File: src/rtl/sepia_frame_ctrl_if.sv
// Frame-buffer memory port bundle for the sepia frame controller: one
// single-outstanding read channel and one back-pressured write channel.
interface sepia_frame_ctrl_if #(
   parameter int ADDR_W = 24
);
   logic              rd_en;
   logic [ADDR_W-1:0] rd_addr;
   logic              rd_valid;
   logic [23:0]       rd_data;
   logic              wr_en;
   logic [ADDR_W-1:0] wr_addr;
   logic [23:0]       wr_data;
   logic              wr_ready;

   // Controller side drives requests and consumes read data / write ready.
   modport master (
      output rd_en, rd_addr, wr_en, wr_addr, wr_data,
      input  rd_valid, rd_data, wr_ready
   );

   // Memory side answers requests.
   modport slave (
      input  rd_en, rd_addr, wr_en, wr_addr, wr_data,
      output rd_valid, rd_data, wr_ready
   );
endinterface

File: src/rtl/sepia_frame_ctrl.sv
// Sepia frame controller: walks a frame in raster order with one pixel in
// flight, reads RGB from the source buffer, applies a fixed-point sepia
// matrix with saturation and writes the result to the destination buffer.
module sepia_frame_ctrl #(
   parameter int DIM_W  = 12,
   parameter int ADDR_W = 24
) (
   input  logic               clk,
   input  logic               rst_n,
   input  logic               start,
   input  logic               abort,
   input  logic [DIM_W-1:0]   width,
   input  logic [DIM_W-1:0]   height,
   input  logic [ADDR_W-1:0]  src_base,
   input  logic [ADDR_W-1:0]  dst_base,
   output logic               busy,
   output logic               done,
   sepia_frame_ctrl_if.master mem
);

   typedef enum logic [2:0] {IDLE, RD_REQ, RD_WAIT, CALC, WR, FIN} stateT;

   stateT             curState, nextState;

   logic [DIM_W-1:0]  widthReg, heightReg;
   logic [DIM_W-1:0]  xCnt, yCnt;
   logic [ADDR_W-1:0] srcBaseReg, dstBaseReg;
   logic [ADDR_W-1:0] lineOff;     // y*width, grown by width at each line wrap
   logic [ADDR_W-1:0] pixOff;
   logic [7:0]        pixR, pixG, pixB;
   logic [23:0]       wrDataReg;
   logic              abortPend;   // abort seen while a write was still pending
   logic              startOk, emptyFrame, lastCol, lastPix;
   logic [19:0]       sumR, sumG, sumB;
   logic              rdEn, wrEn;

   // Start loses to a simultaneous abort.
   assign startOk    = start && !abort;
   assign emptyFrame = (width == '0) || (height == '0);
   assign lastCol    = (xCnt == widthReg - DIM_W'(1));
   assign lastPix    = lastCol && (yCnt == heightReg - DIM_W'(1));
   assign pixOff     = lineOff + ADDR_W'(xCnt);

   // Q0.10 coefficients; the worst-case sum (1383*255 + 512) fits in 20 bits.
   assign sumR = 20'd402 * 20'(pixR) + 20'd787 * 20'(pixG) + 20'd194 * 20'(pixB) + 20'd512;
   assign sumG = 20'd357 * 20'(pixR) + 20'd702 * 20'(pixG) + 20'd172 * 20'(pixB) + 20'd512;
   assign sumB = 20'd279 * 20'(pixR) + 20'd547 * 20'(pixG) + 20'd134 * 20'(pixB) + 20'd512;

   // Drop the fraction and clamp to 255 instead of wrapping.
   function automatic logic [7:0] satShift(input logic [19:0] sum);
      logic [9:0] q;
      q = sum[19:10];
      return (q > 10'd255) ? 8'hFF : q[7:0];
   endfunction

   // State register.
   // NOTE: clocked state uses non-blocking assignments so every flop samples
   // pre-edge values regardless of statement order.
   always_ff @(posedge clk or negedge rst_n) begin
      if (!rst_n) curState <= IDLE;
      else        curState <= nextState;
   end

   // Next-state decode and state-derived control outputs.
   always_comb begin
      // NOTE: every output gets a default first so no path leaves one
      // unassigned and infers a latch.
      nextState = curState;
      busy      = 1'b0;
      done      = 1'b0;
      rdEn      = 1'b0;
      wrEn      = 1'b0;
      case (curState)
         IDLE: begin
            if (startOk) nextState = emptyFrame ? FIN : RD_REQ;
         end
         RD_REQ: begin
            busy      = 1'b1;
            rdEn      = 1'b1;
            nextState = abort ? IDLE : RD_WAIT;
         end
         RD_WAIT: begin
            busy = 1'b1;
            if (abort)             nextState = IDLE;
            else if (mem.rd_valid) nextState = CALC;
         end
         CALC: begin
            busy      = 1'b1;
            nextState = abort ? IDLE : WR;
         end
         WR: begin
            busy = 1'b1;
            wrEn = 1'b1;
            if (mem.wr_ready) begin
               if (abort || abortPend) nextState = IDLE;
               else if (lastPix)       nextState = FIN;
               else                    nextState = RD_REQ;
            end
         end
         FIN: begin
            done      = 1'b1;
            nextState = IDLE;
         end
         default: nextState = IDLE;
      endcase
   end

   // Frame parameters, raster counters, pixel capture and sepia result.
   always_ff @(posedge clk or negedge rst_n) begin
      if (!rst_n) begin
         widthReg   <= '0;
         heightReg  <= '0;
         srcBaseReg <= '0;
         dstBaseReg <= '0;
         xCnt       <= '0;
         yCnt       <= '0;
         lineOff    <= '0;
         pixR       <= '0;
         pixG       <= '0;
         pixB       <= '0;
         wrDataReg  <= '0;
         abortPend  <= 1'b0;
      end else begin
         case (curState)
            IDLE: begin
               if (startOk) begin
                  widthReg   <= width;
                  heightReg  <= height;
                  srcBaseReg <= src_base;
                  dstBaseReg <= dst_base;
                  xCnt       <= '0;
                  yCnt       <= '0;
                  lineOff    <= '0;
                  abortPend  <= 1'b0;
               end
            end
            RD_WAIT: begin
               if (mem.rd_valid && !abort) {pixR, pixG, pixB} <= mem.rd_data;
            end
            CALC: begin
               if (!abort) wrDataReg <= {satShift(sumR), satShift(sumG), satShift(sumB)};
            end
            WR: begin
               if (abort) abortPend <= 1'b1;
               if (mem.wr_ready) begin
                  if (lastCol) begin
                     xCnt    <= '0;
                     yCnt    <= yCnt + DIM_W'(1);
                     lineOff <= lineOff + ADDR_W'(widthReg);
                  end else begin
                     xCnt <= xCnt + DIM_W'(1);
                  end
               end
            end
            default: ;
         endcase
      end
   end

   assign mem.rd_en   = rdEn;
   assign mem.wr_en   = wrEn;
   assign mem.rd_addr = srcBaseReg + pixOff;
   assign mem.wr_addr = dstBaseReg + pixOff;
   assign mem.wr_data = wrDataReg;

endmodule
File: src/flat_wrapper.sv
// flat-port wrapper written by rule: the top's interface ports become plain ports
module sepia_frame_ctrl_flat 
#(
   parameter int DIM_W  = 12,
   parameter int ADDR_W = 24
)
  (clk, rst_n, start, abort, width, height, src_base, dst_base, busy, done, mem_rd_en, mem_rd_addr, mem_wr_en, mem_wr_addr, mem_wr_data, mem_rd_valid, mem_rd_data, mem_wr_ready);
  sepia_frame_ctrl_if #(.ADDR_W(ADDR_W)) mem_i ();
  input  logic clk;
  input  logic rst_n;
  input  logic start;
  input  logic abort;
  input  logic [DIM_W-1:0] width;
  input  logic [DIM_W-1:0] height;
  input  logic [ADDR_W-1:0] src_base;
  input  logic [ADDR_W-1:0] dst_base;
  output logic busy;
  output logic done;
  output wire logic [$bits(mem_i.rd_en)-1:0] mem_rd_en;
  output wire logic [$bits(mem_i.rd_addr)-1:0] mem_rd_addr;
  output wire logic [$bits(mem_i.wr_en)-1:0] mem_wr_en;
  output wire logic [$bits(mem_i.wr_addr)-1:0] mem_wr_addr;
  output wire logic [$bits(mem_i.wr_data)-1:0] mem_wr_data;
  input wire logic [$bits(mem_i.rd_valid)-1:0] mem_rd_valid;
  input wire logic [$bits(mem_i.rd_data)-1:0] mem_rd_data;
  input wire logic [$bits(mem_i.wr_ready)-1:0] mem_wr_ready;
  assign mem_rd_en = mem_i.rd_en;
  assign mem_rd_addr = mem_i.rd_addr;
  assign mem_wr_en = mem_i.wr_en;
  assign mem_wr_addr = mem_i.wr_addr;
  assign mem_wr_data = mem_i.wr_data;
  assign mem_i.rd_valid = mem_rd_valid;
  assign mem_i.rd_data = mem_rd_data;
  assign mem_i.wr_ready = mem_wr_ready;
  sepia_frame_ctrl #(.DIM_W(DIM_W), .ADDR_W(ADDR_W)) u_core (.clk(clk), .rst_n(rst_n), .start(start), .abort(abort), .width(width), .height(height), .src_base(src_base), .dst_base(dst_base), .busy(busy), .done(done), .mem(mem_i));
endmodule
File: config.mk
export PLATFORM = sky130hd
export DESIGN_NAME = sepia_frame_ctrl_flat
export DESIGN_NICKNAME = d
export VERILOG_FILES = /design/src/rtl/sepia_frame_ctrl_if.sv /design/src/rtl/sepia_frame_ctrl.sv /design/src/flat_wrapper.sv
export SDC_FILE = /design/constraint.sdc
export NUM_CORES = 1
export LEC_CHECK = 0
export BUFFER_PORTS_ARGS = -buffer_cell sky130_fd_sc_hd__buf_2
export CORE_MARGIN = 5
export CORE_UTILIZATION = 40
export DETAILED_ROUTE_END_ITERATION = 8
export GPL_TIMING_DRIVEN = 1
export PLACE_DENSITY = 0.55
export SKIP_CTS_REPAIR_TIMING = 1
export SLEW_MARGIN = 10
export SYNTH_ARGS = -nofsm -noshare
export SYNTH_HDL_FRONTEND = slang
export SYNTH_SLANG_ARGS = --single-unit
File: constraint.sdc
create_clock -name clk -period 7.91 [get_ports clk]
set_input_delay 0 -clock clk [delete_from_list [all_inputs] [get_ports clk]]
set_output_delay 0 -clock clk [all_outputs]
set_load 0.01 [all_outputs]
==> results by group, run 1 <==
Place
  • Dpl hpwl: 51200 µm
  • Placed Area: 0.0248 mm²
  • Inst Count DP: 3491
  • PortBufs: 177
  • Routability-driven placement congestion ratio: 0.889

Timing
  • Clock Skews: 10.8 ps
  • Final Max Slew Viols: 0
  • Fin crit period: 7760 ps
  • Unrepaired setup endpoints after global routing: yes
  • Final setup violation count: 0
  • Final Hold Fails: 0
  • Fmax: 0.129 GHz
  • Tightest Pin Transition: 864 ps
  • Max-slew headroom: 0.422
  • Final worst-path cycle share: 0.981

Floorplan
  • IO Count: 178
  • Initial cell density of the core: 0.402
  • # rows: 87
  • Die Area: 0.0611 mm²
  • Die Width: 247 µm
  • Die Ht: 247 µm
  • CORE AREA: 0.0561 mm²

Global route
  • GRT Total Usage: 0.202
  • Initial antenna violation count: 1
  • Met1 Use GR: 0.249
  • Grt met2 use: 0.362
  • Gr ovfl total: 0
  • Vias in the first global route: 18700
  • First-pass GRT wire length: 97600 µm
  • Routing usage on met3: 0.0316
  • Busiest layer in global routing: met2
  • Pin count of the biggest net entering global routing: 76

Logic synthesis
  • Post-Synth Adder-Cell Area: 0.380
  • Post-synthesis sequential area ratio: 0.191
  • Top post-synthesis cells by count: ha_1 (467), inv_1 (366), nand2_1 (307), dfrtp_1 (172), nor2_1 (138)
  • Syn Inst Count: 2529
  • Compound-Gate Fraction of Synth Area: 0.128
  • #FFs+latches synth: 172
  • Post-synth cell types: 78
  • Post-synthesis mux area share: 0.0134
  • Fraction of registers with async set/reset: 1.00
  • Most frequent cell after synthesis: ha_1
  • Synthesis Warnings: 0
  • Syn_area_per_cell: 8.90 µm²
  • Largest family of logic cells by synthesized area: adder cells
  • Simple-gate share of the synthesized area: 0.133
  • Dominant register cell in the synthesized netlist: dfrtp_1
  • Syn_nets: 3234
  • Synth top area share: 0.260
  • Leading area contributor after synthesis: ha_1
  • Most area-consuming cells after synthesis: ha_1 (26%), dfrtp_1 (19%), fa_1 (12%)
  • Post-synth EDFFs: 0
  • Cell Area, Synth: 0.0225 mm²
  • XOR/XNOR Fraction of Synth Area: 0.0864

Layout
  • Post-layout instance area: 0.0267 mm²
  • Share of cells above drive strength 1: 0.132
  • Synthesis-to-finish area growth: 18.5%
  • Layout net count: 3562
  • Layout Cells excl Fill: 3628

Routing
  • Iteration count of the initial detailed-routing pass: 5
  • DR DRC count: 0
  • Routed wire length per instance: 17.2 µm
  • Routed vias/inst: 5.10
  • Final antenna-violating net count: 0
  • First-iteration detailed-routing DRC count: 784
  • Wirelength, routed: 62400 µm
  • Routed vias: 18500

Clock network
  • Clock Path Buffers: 2
  • H-tree Lvls: 4
  • Worst-path clk slew: 80 ps
  • Root Buffer: clkbuf_16
  • Cts bufs inserted: 17
  • CTS tree: done
  • Worst-Skew Late Latency: 490 ps
  • Clk sinks: 172

Setup path
  • Crit path max fanout: 7
  • Slowest stage cell on the critical path: fa_1
  • Crit Reg-Reg Startpoint: u_core.pixG[6]$_DFFE_PN0P_
  • CP required: 8280 ps
  • Crit start category: register
  • CP arrival: 8140 ps
  • Start point of the critical path: u_core.pixG[6]$_DFFE_PN0P_
  • CP max stage delay: 570 ps
  • Cell mode on critical path: fa_1
  • Crit. End Element: register
  • Worst setup path category: register to register

Flow run
  • Max cap viols: 0

Min path
  • Hold Path Class: input port to register
  • Hold Path Origin: start

Run status
  • Outcome: finished, final reports clean
## flip-flops by register name (all words and copies together) (netlist names)
name	flops
u_core.heightReg	12
u_core.lineOff	24
u_core.curState	3
u_core.dstBaseReg	24
u_core.pixG	8
u_core.yCnt	12
u_core.xCnt	12
u_core.pixB	8
u_core.mem.wr_data	24
u_core.abortPend	1
u_core.widthReg	12
u_core.pixR	8
u_core.srcBaseReg	24
## metal layers
layer | part of all wire | up-vias
met3 | 0.034 | 82
met2 | 0.50 | 302
met4 | 0.031 | 0
met1 | 0.43 | 8892
li1 | - | 9236
met5 | 0 | -
## placed cells by master (no fill, tap or decap), drive strengths merged, types with 34 or more instances in the layout
cell         instances
a21o                54
a21oi              107
buf                249
dfrtp              172
dlygate4sd3         99
fa                 136
ha                 467
inv                375
nand2              307
nand3               49
nor2               139
nor3                34
o21ai               93
xnor2              133
xor2                84
## layout make-up
type	count	area, µm²
diodes	2	5.00
clock buffers	17	425
clock inverters	15	191
fillers	5349	29400
inverters	367	1380
multi-input cells	1950	17000
flip-flops and latches	172	4310
well taps	756	946
repair buffers	349	2440
## worst max-delay path: cells and delay by family, from the launching register on
family / cells / cell delay [ps]
adders and majority gates: 12 / 4770
AOI/OAI and AO/OA: 12 / 1800
DFF: 1 / 400
xor gates and xnor gates: 2 / 270
and+or+nand+nor: 2 / 230
buffers and inverters: 4 / 180
## metrics by stage
stage                     setup WS (ps)   util  setup TNS [ps]  hold WS [ps]
final                               147  0.476               0          43.5
after global routing               -198  0.476           -1450          33.4
after CTS                          -233  0.453           -1650          -504
after detailed placement           -195  0.442           -1350          50.9
after global placement            -45.6  0.442            -298          49.9
after floorplan                    5.03      -               0          -296
## cell families after synthesis
family	count (synthesis)
xor+xnor	219
simple gates	662
compound gates	439
fa+ha+maj	603
flops	172
mux	27
buf+inv	407
## final timing paths
path                                                      endpoint  slack, ps  depth (start not counted)
worst min register to register    u_core.srcBaseReg[0]$_DFFE_PN0P_        490                          2
worst max register to register  u_core.mem.wr_data[11]$_DFFE_PN0P_        150                         32
max in group asynchronous               u_core.pixG[4]$_DFFE_PN0P_       5850                          4
worst min-delay path                    u_core.yCnt[5]$_DFFE_PN0P_         40                          3
min in group asynchronous        u_core.srcBaseReg[15]$_DFFE_PN0P_         70                          2
worst max-delay path            u_core.mem.wr_data[11]$_DFFE_PN0P_        150                         32
Power of run 1 is not shown: default switching activity piles up to over one toggle a cycle in this logic, so the estimate is an artifact.
==> inputs of run 2 (changes only) <==
--- a/config.mk
+++ b/config.mk
@@ -9,7 +9,7 @@
 export CORE_MARGIN = 5
 export CORE_UTILIZATION = 40
 export DETAILED_ROUTE_END_ITERATION = 8
-export GPL_TIMING_DRIVEN = 1
+export GPL_TIMING_DRIVEN = 0
 export PLACE_DENSITY = 0.55
 export SKIP_CTS_REPAIR_TIMING = 1
 export SLEW_MARGIN = 10
==> run 2 against run 1 <==
The flow now finishes with violations (setup timing). Critical path type unchanged. Register-to-register slack got worse by 320 ps. Sequential cell count unchanged. Design area about the same. Clock skew up 2.5 ps. Utilization about the same. Critical endpoint is now u_core.mem.wr_data[12]$_DFFE_PN0P_.
==> results by group, run 2 (synthesis results as in run 1) <==
Run status
  • Outcome: finished with violations
  • Failing checks: setup timing

Setup path
  • Crit Reg-Reg Endpoint: u_core.mem.wr_data[12]$_DFFE_PN0P_
  • R2R Setup Slk: -180 ps (-320 ps)
  • Worst setup path category: register to register
  • Reg2reg path depth: 33 (+3.1%)
  • End of the critical path: u_core.mem.wr_data[12]$_DFFE_PN0P_
  • Crit start category: register
  • Start point of the critical path: u_core.pixG[2]$_DFFE_PN0P_
  • CP arrival: 8450 ps (+310 ps)
  • CP required: 8270 ps (about the same)
  • Crit Reg-Reg Startpoint: u_core.pixG[2]$_DFFE_PN0P_
  • Crit. End Element: register
  • CP max stage delay: 540 ps (-30 ps)
  • Slowest stage cell on the critical path: fa_1
  • Crit path max fanout: 7 (unchanged)

Global route
  • GRT Total Usage: 0.205 (+0.00226)
  • Gr ovfl total: 0 (unchanged)
  • Initial antenna violation count: 1 (unchanged)
  • First-pass GRT wire length: 98600 µm (+1.1%)
  • Pin count of the biggest net entering global routing: 103 (+36%)
  • Vias in the first global route: 18500 (-0.72%)

Clock network
  • CTS tree: done
  • Clk sinks: 172 (unchanged)
  • Clock Path Buffers: 2 (unchanged)
  • Root Buffer: clkbuf_16
  • Worst-Skew Late Latency: 490 ps (about the same)
  • Cts bufs inserted: 17 (unchanged)
  • Worst-path clk slew: 80 ps (about the same)
  • H-tree Lvls: 4 (unchanged)

Floorplan
  • Die Area: 0.0611 mm² (unchanged)
  • # rows: 87 (unchanged)
  • CORE AREA: 0.0561 mm² (unchanged)
  • Initial cell density of the core: 0.402 (unchanged)
  • Die Width: 247 µm (unchanged)
  • IO Count: 178 (unchanged)
  • Die Ht: 247 µm (unchanged)

Timing
  • Unrepaired setup endpoints after global routing: yes
  • Fin crit period: 8090 ps (+322 ps)
  • Final TNS setup: -1200 ps (-1200 ps)
  • Post-route setup slack: -176 ps (-322 ps)
  • Final setup violation count: 8 (+8)
  • Clock Skews: 13.3 ps (+2.53 ps)
  • Final Hold Fails: 0 (unchanged)
  • Fmax: 0.124 GHz (-4.0%)
  • Tightest Pin Transition: 1080 ps (+211 ps)
  • Hold Slack: 69.9 ps (+26.5 ps)
  • Final worst-path cycle share: 1.02 (+0.0407)
  • Final Max Slew Viols: 0 (unchanged)
  • Max-slew headroom: 0.278 (-0.145)

Layout
  • Commonest non-fill, non-tap cell in the layout: ha_1
  • Share of cells above drive strength 1: 0.126 (-0.00588)
  • Fill count: 5345 (-0.075%)
  • Most frequent cells in the layout: ha_1 (448), inv_1 (357), nand2_1 (306), buf_2 (180), dfrtp_1 (156)
  • Synthesis-to-finish area growth: 18.6% (about the same)
  • Layout net count: 3569 (+0.20%)
  • Post-layout instance area: 0.0267 mm² (about the same)

Routing
  • Routed wire length per instance: 17.5 µm (+1.9%)
  • Iteration count of the initial detailed-routing pass: 5 (unchanged)
  • Routed vias/inst: 5.12 (+0.32%)
  • DR DRC count: 0 (unchanged)
  • Final antenna-violating net count: 0 (unchanged)
  • Wirelength, routed: 63700 µm (+2.1%)
  • First-iteration detailed-routing DRC count: 839 (+7.0%)
  • Routed vias: 18600 (+0.49%)

Place
  • PortBufs: 177 (unchanged)
  • Dpl hpwl: 51800 µm (+1.3%)
  • Routability-driven placement congestion ratio: 0.879 (-1.1%)
  • Placed Area: 0.0244 mm² (-1.4%)

Flow run
  • Max cap viols: 0 (unchanged)

Min path
  • Hold Path Class: input port to asynchronous set/reset pin
## run 2: metal layers
layer / vias up / global-route usage / routed length, µm
li1: 9236 / - / -
met1: 8966 / 0.250 / 27500
met4: 0 / 0.0579 / 1710
met3: 80 / 0.0282 / 2050
met5: - / 0 / 0
met2: 320 / 0.375 / 32400
## run 2: through the flow
| step | util | setup slack, ps | instances |
|---|---|---|---|
| finish | 0.476 | -176 | 3634 |
| floorplan | - | 5.03 | 2529 |
| global route | 0.476 | -499 | 3634 |
| detailed placement | 0.436 | -838 | 3463 |
| CTS | 0.447 | -850 | 3495 |
| global placement | 0.435 | -735 | 3462 |
## run 2: layout make-up
class / count / area [µm²] / area share
diodes: 1 / 2.50 / 0.0000937
plain buffers: 40 / 154 / 0.00576
clock buffers: 18 / 429 / 0.0161
clock inverters: 14 / 184 / 0.00689
inverters: 367 / 1380 / 0.0517
multi-input cells: 1950 / 17000 / 0.637
flip-flops and latches: 172 / 4340 / 0.163
well taps: 756 / 946 / 0.0354
repair buffers: 316 / 2250 / 0.0841
## run 2: worst min-delay path by stage
stage	end	slack [ps]
after floorplan	u_core.abortPend$_DFFE_PN0P_	-300
after global placement	u_core.srcBaseReg[6]$_DFFE_PN0P_	190
after detailed placement	u_core.srcBaseReg[17]$_DFFE_PN0P_	10
after CTS	u_core.dstBaseReg[16]$_DFFE_PN0P_	-530
after global routing	u_core.srcBaseReg[15]$_DFFE_PN0P_	130
final	u_core.srcBaseReg[15]$_DFFE_PN0P_	70
## run 2: critical path, delay by kind of cell (launching register included)
kind                       cells  cell delay, ps
AOI/OAI and AO/OA              8            1310
xor gates and xnor gates       2             320
adders and majority gates     12            4260
buffers and inverters          6             530
DFF                            1             490
and+or+nand+nor                5            1010
Power of run 2 is left out for the same reason.
==> inputs of run 3 (changes only) <==
--- a/config.mk
+++ b/config.mk
@@ -10,6 +10,7 @@
 export CORE_UTILIZATION = 40
 export DETAILED_ROUTE_END_ITERATION = 8
 export GPL_TIMING_DRIVEN = 0
+export HOLD_SLACK_MARGIN = 0.05
 export PLACE_DENSITY = 0.55
 export SKIP_CTS_REPAIR_TIMING = 1
 export SLEW_MARGIN = 10
==> constraint.sdc (replaced) <==
create_clock -name clk -period 7.91 [get_ports clk]
set_input_delay 0.791 -clock clk [delete_from_list [all_inputs] [get_ports clk]]
set_output_delay 0.791 -clock clk [all_outputs]
set_load 0.01 [all_outputs]
==> run 3 against run 2 <==
The run still ends with setup timing left. Routed wire length is 1.5% lower. Final cell count decreased by 2.7%. Design area decreased by 3.7%. Global-route usage stayed put. Critical path depth is the same. Clock-buffer cell count unchanged. Highest routed layer unchanged. Sequential share of layout area up 0.62 points. Register-to-register slack hardly changed.
==> results by group, run 3 (synthesis results as in run 1) <==
Floorplan
  • Initial cell density of the core: 0.402 (unchanged)
  • CORE AREA: 0.0561 mm² (unchanged)
  • # rows: 87 (unchanged)
  • Die Area: 0.0611 mm² (unchanged)
  • Die Width: 247 µm (unchanged)
  • IO Count: 178 (unchanged)
  • Die Ht: 247 µm (unchanged)

Setup path
  • Worst setup path category: register to register
  • Crit. End Element: register
  • Reg2reg path depth: 33 (unchanged)
  • Start point of the critical path: u_core.pixG[2]$_DFFE_PN0P_
  • CP arrival: 8440 ps (about the same)
  • End of the critical path: u_core.mem.wr_data[12]$_DFFE_PN0P_
  • Crit path max fanout: 7 (unchanged)
  • Slowest stage cell on the critical path: fa_1
  • Crit Reg-Reg Startpoint: u_core.pixG[2]$_DFFE_PN0P_
  • Crit start category: register
  • Crit Reg-Reg Endpoint: u_core.mem.wr_data[12]$_DFFE_PN0P_
  • R2R Setup Slk: -170 ps (about the same)
  • CP max stage delay: 540 ps (about the same)
  • CP required: 8270 ps (about the same)

Global route
  • First-pass GRT wire length: 98600 µm (unchanged)
  • GRT Total Usage: 0.205 (unchanged)
  • Gr ovfl total: 0 (unchanged)
  • Vias in the first global route: 18500 (unchanged)
  • Initial antenna violation count: 2 (+1)
  • Pin count of the biggest net entering global routing: 103 (unchanged)

Clock network
  • Clk sinks: 172 (unchanged)
  • Clock Path Buffers: 2 (unchanged)
  • Worst-Skew Late Latency: 480 ps (about the same)
  • Cts bufs inserted: 17 (unchanged)
  • CTS tree: done
  • Worst-path clk slew: 80 ps (about the same)
  • H-tree Lvls: 4 (unchanged)
  • Root Buffer: clkbuf_16

Routing
  • DR DRC count: 0 (unchanged)
  • Final antenna-violating net count: 0 (unchanged)
  • First-iteration detailed-routing DRC count: 847 (+0.95%)
  • Routed vias: 18200 (-2.0%)
  • Routed wire length per instance: 17.7 µm (+1.2%)
  • Routed vias/inst: 5.15 (+0.65%)
  • Wirelength, routed: 62800 µm (-1.5%)
  • Iteration count of the initial detailed-routing pass: 5 (unchanged)

Layout
  • Share of cells above drive strength 1: 0.131 (+0.00450)
  • Synthesis-to-finish area growth: 14.2%
  • Layout net count: 3470 (-2.8%)
  • Multi-input gate area: 0.0170 mm² (unchanged)
  • Fill count: 5438 (+1.7%)
  • Reg area: 0.00434 mm² (unchanged)
  • Most frequent cells in the layout: ha_1 (448), inv_1 (357), nand2_1 (306), buf_2 (180), dfrtp_1 (156)
  • Commonest non-fill, non-tap cell in the layout: ha_1

Timing
  • Fmax: 0.124 GHz (about the same)
  • Final setup violation count: 8 (unchanged)
  • Unrepaired setup endpoints after global routing: yes
  • Hold Slack: 262 ps (+192 ps)
  • Final Max Slew Viols: 0 (unchanged)
  • Fin crit period: 8080 ps (-1.71 ps)
  • Max-slew headroom: 0.302 (+0.0248)
  • Final worst-path cycle share: 1.02 (about the same)
  • Final Hold Fails: 0 (unchanged)
  • Clock Skews: 13.9 ps (+0.655 ps)
  • Post-route setup slack: -174 ps (+1.71 ps)
  • Tightest Pin Transition: 1040 ps (-36.9 ps)

Min path
  • Hold Path Class: input port to asynchronous set/reset pin

Place
  • Dpl hpwl: 51800 µm (unchanged)
  • PortBufs: 177 (unchanged)
  • Routability-driven placement congestion ratio: 0.879 (unchanged)

Flow run
  • Max cap viols: 0 (unchanged)

Run status
  • Failing checks: setup timing
  • Outcome: finished with violations
==> run 3: changes by cell type in the layout (fill, tap and decap cells not counted) <==
cell,delta
dlygate4sd3_1,-99
diode_2,+2
==> run 3: final cells by class <==
type,instances,share of cell area
multi-input cells,1950,0.662
repair buffers,217,0.0488
well taps,756,0.0368
clock buffers,18,0.0167
clock inverters,14,0.00715
plain buffers,40,0.00598
flip-flops and latches,172,0.169
inverters,367,0.0537
diodes,3,0.000292
==> run 3: worst max-delay path: cells and delay by family (launching register included) <==
kind / cells / cell delay [ps]
buffers and inverters: 6 / 530
AOI/OAI and AO/OA: 8 / 1310
and+or+nand+nor: 5 / 1020
DFF: 1 / 490
adders and majority gates: 12 / 4260
xor gates and xnor gates: 2 / 320
==> run 3: metrics by stage <==
step	worst slack [ps]	instances	TNS (ps)	util	area (µm²)
final	-174	3537	-1190	0.459	25700
after global routing	-499	3535	-3810	0.459	25700
after CTS	-850	3495	-6630	0.447	25000
after detailed placement	-838	3463	-6400	0.436	24400
after global placement	-735	3462	-5620	0.435	24400
after floorplan	5.03	2529	0	-	22600
==> run 3: worst min path at each step <==
| stage | start | to | slack [ps] | cells past startpoint |
|---|---|---|---|---|
| after CTS | rst_n | u_core.dstBaseReg[16]$_DFFE_PN0P_ | 260 | 1 |
| final | rst_n | u_core.srcBaseReg[16]$_DFFE_PN0P_ | 260 | 1 |
| after detailed placement | u_core.dstBaseReg[2]$_DFFE_PN0P_ | u_core.dstBaseReg[2]$_DFFE_PN0P_ | 470 | 2 |
| after global routing | rst_n | u_core.srcBaseReg[15]$_DFFE_PN0P_ | 300 | 1 |
| after floorplan | u_core.dstBaseReg[23]$_DFFE_PN0P_ | u_core.dstBaseReg[23]$_DFFE_PN0P_ | 450 | 2 |
| after global placement | u_core.srcBaseReg[14]$_DFFE_PN0P_ | u_core.srcBaseReg[14]$_DFFE_PN0P_ | 470 | 2 |
==> run 3: routing by layer <==
metal,vias to the layer above,wire [µm],GRT usage
li1,9028,-,-
met1,8806,27300,0.250
met2,310,31700,0.375
met3,80,2010,0.0282
met4,0,1720,0.0579
met5,-,0,0
Power of run 3 is left out for the same reason.
